### config.mk
export PLATFORM = sky130hd
export DESIGN_NAME = clk_set_ctrl
export DESIGN_NICKNAME = d
export VERILOG_FILES = /design/src/rtl/clk_set_ctrl.sv
export SDC_FILE = /design/constraint.sdc
export NUM_CORES = 1
export LEC_CHECK = 0
export ABC_CLOCK_PERIOD_IN_PS = 3600
export BUFFER_PORTS_ARGS = -buffer_cell sky130_fd_sc_hd__buf_4
export CORE_MARGIN = 1.5
export CORE_UTILIZATION = 45
export DETAILED_ROUTE_END_ITERATION = 10
export SYNTH_ARGS = -nofsm -noshare
export SYNTH_HDL_FRONTEND = slang
export SYNTH_SLANG_ARGS = --single-unit
### constraint.sdc
create_clock -name clk -period 3.6 [get_ports clk]
set_input_delay 0 -clock clk [delete_from_list [all_inputs] [get_ports clk]]
set_output_delay 0 -clock clk [all_outputs]
set_load 0.01 [all_outputs]
### src/rtl/clk_set_ctrl.sv
// Key-driven time-setting controller: turns mode/shift/inc pulses into the clock
// generator's work_en/set_pos/set_data/set_flag interface plus a blink mask.
module clk_set_ctrl #(
  parameter logic [25:0] CNT_1S_MAX   = 26'd49_999_999,
  parameter logic [24:0] CNT_HALF_MAX = 25'd24_999_999,
  parameter logic [3:0]  TIMEOUT_S    = 4'd10
) (
  input  logic       clk,
  input  logic       rst,
  input  logic       key_mode,
  input  logic       key_shift,
  input  logic       key_inc,
  output logic       work_en,
  output logic [2:0] set_pos,
  output logic [3:0] set_data,
  output logic       set_flag,
  output logic [5:0] blink
);

  typedef enum logic [1:0] {ST_RUN = 2'd0, ST_SET = 2'd1, ST_EXIT = 2'd2} state_t;

  state_t          state_q, state_d;
  logic            work_en_q, work_en_d;
  logic [2:0]      set_pos_q, set_pos_d;
  logic [3:0]      set_data_q, set_data_d;
  logic            set_flag_q, set_flag_d;
  logic [5:0]      blink_q, blink_d;
  logic [5:0][3:0] dig_q, dig_d;
  logic [25:0]     cnt_1s_q, cnt_1s_d;
  logic [24:0]     cnt_half_q, cnt_half_d;
  logic            phase_q, phase_d;
  logic [3:0]      idle_q, idle_d;

  logic       in_set_s, mode_s, shift_s, inc_s, any_key_s, sec_tick_s, timeout_s;
  logic [3:0] cur_dig_s, inc_val_s;
  logic [2:0] next_pos_s;

  // Hour digits limit each other so the result can never exceed 23.
  function automatic logic [3:0] digit_limit(input logic [2:0] pos, input logic [3:0] d4,
                                             input logic [3:0] d5);
    case (pos)
      3'd0, 3'd2: digit_limit = 4'd9;
      3'd1, 3'd3: digit_limit = 4'd5;
      3'd4:       digit_limit = (d5 == 4'd2) ? 4'd3 : 4'd9;
      3'd5:       digit_limit = (d4 > 4'd3) ? 4'd1 : 4'd2;
      default:    digit_limit = 4'd9;
    endcase
  endfunction

  always_comb begin
    in_set_s   = (state_q == ST_SET);
    any_key_s  = key_mode | key_shift | key_inc;
    mode_s     = in_set_s & key_mode;
    shift_s    = in_set_s & ~key_mode & key_shift;
    inc_s      = in_set_s & ~key_mode & ~key_shift & key_inc;
    sec_tick_s = in_set_s && (cnt_1s_q == CNT_1S_MAX);
    timeout_s  = in_set_s && !any_key_s && sec_tick_s && (idle_q == TIMEOUT_S - 4'd1);
    cur_dig_s  = dig_q[set_pos_q];
    inc_val_s  = (cur_dig_s == digit_limit(set_pos_q, dig_q[4], dig_q[5])) ? 4'd0
                                                                           : cur_dig_s + 4'd1;
    next_pos_s = (set_pos_q == 3'd5) ? 3'd0 : set_pos_q + 3'd1;
  end

  always_ff @(posedge clk or posedge rst) begin
    if (rst) state_q <= ST_RUN;
    else     state_q <= state_d;
  end

  always_comb begin
    state_d = state_q;
    case (state_q)
      ST_RUN:  if (key_mode) state_d = ST_SET;
      ST_SET:  if (mode_s || timeout_s) state_d = ST_EXIT;
      ST_EXIT: state_d = ST_RUN;
      default: state_d = ST_RUN;
    endcase
  end

  // Timers only run in SET; any key restarts both the idle count and the blink phase.
  always_comb begin
    cnt_1s_d   = 26'd0;
    cnt_half_d = 25'd0;
    phase_d    = 1'b1;
    idle_d     = 4'd0;
    if (in_set_s) begin
      cnt_1s_d = (cnt_1s_q == CNT_1S_MAX) ? 26'd0 : cnt_1s_q + 26'd1;
      if (any_key_s) begin
        idle_d = 4'd0;
      end else if (sec_tick_s) begin
        idle_d = idle_q + 4'd1;
      end else begin
        idle_d = idle_q;
      end
      if (any_key_s) begin
        cnt_half_d = 25'd0;
        phase_d    = 1'b1;
      end else if (cnt_half_q == CNT_HALF_MAX) begin
        cnt_half_d = 25'd0;
        phase_d    = ~phase_q;
      end else begin
        cnt_half_d = cnt_half_q + 25'd1;
        phase_d    = phase_q;
      end
    end
  end

  always_comb begin
    dig_d      = dig_q;
    set_pos_d  = set_pos_q;
    set_data_d = set_data_q;
    set_flag_d = 1'b0;
    if (state_q == ST_RUN && key_mode) begin
      dig_d      = '0;
      set_pos_d  = 3'd0;
      set_data_d = 4'd0;
    end else if (shift_s) begin
      set_pos_d  = next_pos_s;
      set_data_d = dig_q[next_pos_s];
    end else if (inc_s) begin
      dig_d[set_pos_q] = inc_val_s;
      set_data_d       = inc_val_s;
      set_flag_d       = 1'b1;
    end else begin
      set_flag_d = 1'b0;
    end
    work_en_d = (state_d == ST_RUN);
    blink_d   = (state_d == ST_SET && phase_d) ? (6'b000001 << set_pos_d) : 6'b000000;
  end

  always_ff @(posedge clk or posedge rst) begin
    if (rst) begin
      work_en_q  <= 1'b1;
      set_pos_q  <= 3'd0;
      set_data_q <= 4'd0;
      set_flag_q <= 1'b0;
      blink_q    <= 6'd0;
      dig_q      <= '0;
      cnt_1s_q   <= 26'd0;
      cnt_half_q <= 25'd0;
      phase_q    <= 1'b1;
      idle_q     <= 4'd0;
    end else begin
      work_en_q  <= work_en_d;
      set_pos_q  <= set_pos_d;
      set_data_q <= set_data_d;
      set_flag_q <= set_flag_d;
      blink_q    <= blink_d;
      dig_q      <= dig_d;
      cnt_1s_q   <= cnt_1s_d;
      cnt_half_q <= cnt_half_d;
      phase_q    <= phase_d;
      idle_q     <= idle_d;
    end
  end

  assign work_en  = work_en_q;
  assign set_pos  = set_pos_q;
  assign set_data = set_data_q;
  assign set_flag = set_flag_q;
  assign blink    = blink_q;

endmodule

==> results.yml <==
timing:
  rsz0062_at_grt: "no"
  hold_ws_ns: 0.0187
  period_share_pct: 77.6
  tightest_slew_ns: 0.939
  fmax_mhz: 358
  setup_viol: 0
  slew_headroom_pct: 37.2
  fin_tns_setup_ns: 0
  clock_skew_ns: 0.00620
  period_minus_slack_ns: 2.80
  final_max_slew_viol_count: 0
  finalHoldViolCount: 0
power_and_ir_drop:
  powerDensity_nw_per_um2: 509
  worst_ir_drop_vdd_uv: 295
  p_leak_nw: 2.35
yosys:
  synth_most_common_cell: "dfrtp_1"
  yosysUniqueCellTypes: 58
  yosysWarnings: 0
  synth-xor-area-share_pct: 9.19
  syn-num-nets: 550
  synth-compound-area-share_pct: 11.4
  synth_top_family_by_area: "simple AND/OR/NAND/NOR gates"
  synth_top_area_share_pct: 46.3
  postSynth.asyncResetShare_pct: 100
  netlist_instances: 539
  yosysTopAreaCell: "dfrtp_1"
  synth_fa_ha_area_share_pct: 1.46
  synth-simple-area-share_pct: 24.5
  synth_area_leaders: "dfrtp_1 46%, xor2_1 6.3%, nor2_1 6.1%, nand3_1 5.6%, xnor2_1 2.6%"
  synth_area_per_cell_um2: 9.52
  synth_ff_type: "dfrtp_1"
  synth-seq-cells: 97
  synth_area_um2: 5130
  synth_edf_count: 0
  yosys-top-cells-count: "95 x dfrtp_1, 83 x nor2_1, 57 x nand3_1, 37 x xor2_1, 31 x nand2_1"
  seq_area_frac_synth_pct: 47.3
  synth_mux_area_share_pct: 2.54
floorplanning:
  start_util_pct: 46.7
  rows: 38
  die_x_um: 110
  io_pins: 20
  core_um2: 11000
  die_height_um: 110
  die_area_um2: 12100
route:
  routed.top_layer: "met4"
  drt_iter0_markers: 291
  route.met2.wl_mm: 5.40
  firstDrtPassIters: 4
  wl_per_cell_um: 16.7
  drtAntennaViolNets: 0
  drc: 0
  wl_met1_mm: 5.56
  wirelength_mm: 11.7
  vias_per_cell: 5.70
  wl_met3_um: 507
  via_count: 3997
flow_run:
  maxCapViolCount: 0
clock_network:
  clock_latency_ns: 0.35
  h-tree-depth: 3
  cts_buffers: 9
  post-cts-setup-buffers: 0
  cts_tree: "built"
  clockRootBuffer: "clkbuf_16"
  path_clk_slew_ns: 0.06
  cts_buffer_depth: 2
  cts.sinks: 97
setup_path:
  endpoint_kind: "register"
  start_kind: "register"
  path_max_fanout: 17
  critical_path_buf_inv_count: 0
  cpMaxStageDelayCell: "dfrtp_1"
  crit_required_ns: 3.81
  slowest_delay_ns: 0.77
  crit_type: "register to register"
  crit_chain: "and2_1, ha_1, nor2_1, a311oi_1, nand4b_1, o311ai_4, o221ai_1"
  arrival_ns: 3.00
  cpLargestDelayFamily: "compound AO/OA/AOI/OAI gates"
worst_hold_path:
  hold_path.class: "primary input to register"
final_layout:
  num-fill-cells: 1047
  syn2layout_area_growth_pct: 10.8
  antenna_cells: 0
  final_cell_area_um2: 5690
  drive_gt1_share_pct: 10.7
  finalNetCount: 567
grt:
  grt_pass1_wl_mm: 19.6
  grt-ovfl-total: 0
  grt_antenna_before_repair: 0
  track_usage_pct: 21.5
  grt_max_degree: 72
  grt_pass1_vias: 3770
placed_design:
  port_buffers: 19
  place_area_um2: 5400
  place_congestion: 0.884
  place_hpwl_mm: 8.07
outcome:
  status: "finished clean"
-- sequential cells by signal, summed over array words and instances, names as in the netlist --
signal and flops:
set_pos 3, idle_q 4, set_data 4, work_en 1, state_q 2, cnt_half_q 25
blink 6, dig_q 24, phase_q 1, set_flag 1, cnt_1s_q 26
-- worst paths after layout --
kind                                       start                       to  slack (ns)  cells past startpoint
max reg2reg                 set_pos[1]$_DFF_PP0_  set_data[3]$_DFFE_PP0P_        0.80                      7
min reg2reg                cnt_1s_q[0]$_DFF_PP0_    cnt_1s_q[0]$_DFF_PP0_        0.49                      1
max                         set_pos[1]$_DFF_PP0_  set_data[3]$_DFFE_PP0P_        0.80                      7
max in group asynchronous                    rst   cnt_1s_q[10]$_DFF_PP0_        2.28                      4
min                                     key_mode     state_q[1]$_DFF_PP0_        0.02                      3
min in group asynchronous                    rst  cnt_half_q[7]$_DFF_PP0_        0.39                      3
-- layout by cell type (no fill, tap or decap), types with 13 or more instances in the layout --
cell type	netlist	final
nand2_1	31	31
a21oi_1	13	13
o31ai_1	17	16
nand3_1	57	57
buf_4	2	26
o21ai_0	15	15
dfrtp_1	95	95
xor2_1	37	37
inv_1	17	16
xnor2_1	15	15
nor2_1	83	83
-- cells by family after synthesis --
group	Yosys count
AOI/OAI and AO/OA	81
xor gates and xnor gates	53
adders and majority gates	6
buffers and inverters	40
DFF	97
muxes	12
and+or+nand+nor	250
-- tightest hold or removal path, cell delays in order --
cell,delay [ns]
buf_4,0.14
a21oi_1,0.11
nor3_1,0.07
-- layer usage --
metal / vias up / GRT usage, %
met3: 19 / 3.97
met4: 0 / 8.63
met5: - / 0
li1: 1946 / -
met1: 1947 / 30.7
met2: 85 / 32.2
-- stage by stage --
stage          utilization (%)  setup WS, ns  std cells  power, mW
2_1_floorplan                -          1.07        539       1.81
5_1_grt                   51.8         0.567        701       3.07
6_report                  51.8         0.805        701       2.89
4_1_cts                   51.8         0.845        701       2.92
3_3_place_gp              49.2         0.925        683       2.02
3_5_place_dp              49.2         0.855        683       2.03
-- final cells by class --
cell class	instances	area (um2)	area share (%)
tap	140	175	3.08
multi-input combinational	402	2530	44.5
timing repair buffer	28	215	3.78
clock inverter	3	17.5	0.308
clock buffer	13	250	4.40
sequential	97	2430	42.7
inverter	18	70.1	1.23
-- report_power, final --
part,leakage [nW],switching [mW],internal [mW],total [mW]
sequential,1.34,0.0885,1.17,1.26
combinational,0.878,0.473,0.274,0.746
clock,0.130,0.402,0.486,0.888
total,2.35,0.964,1.93,2.89
-- what timing repair did --
action                    CTS  global route
hold buffers                2             0
hold endpoints to repair   69             0
gates resized for setup     0             0
No activity file was read; power rests on OpenSTA's default activity.
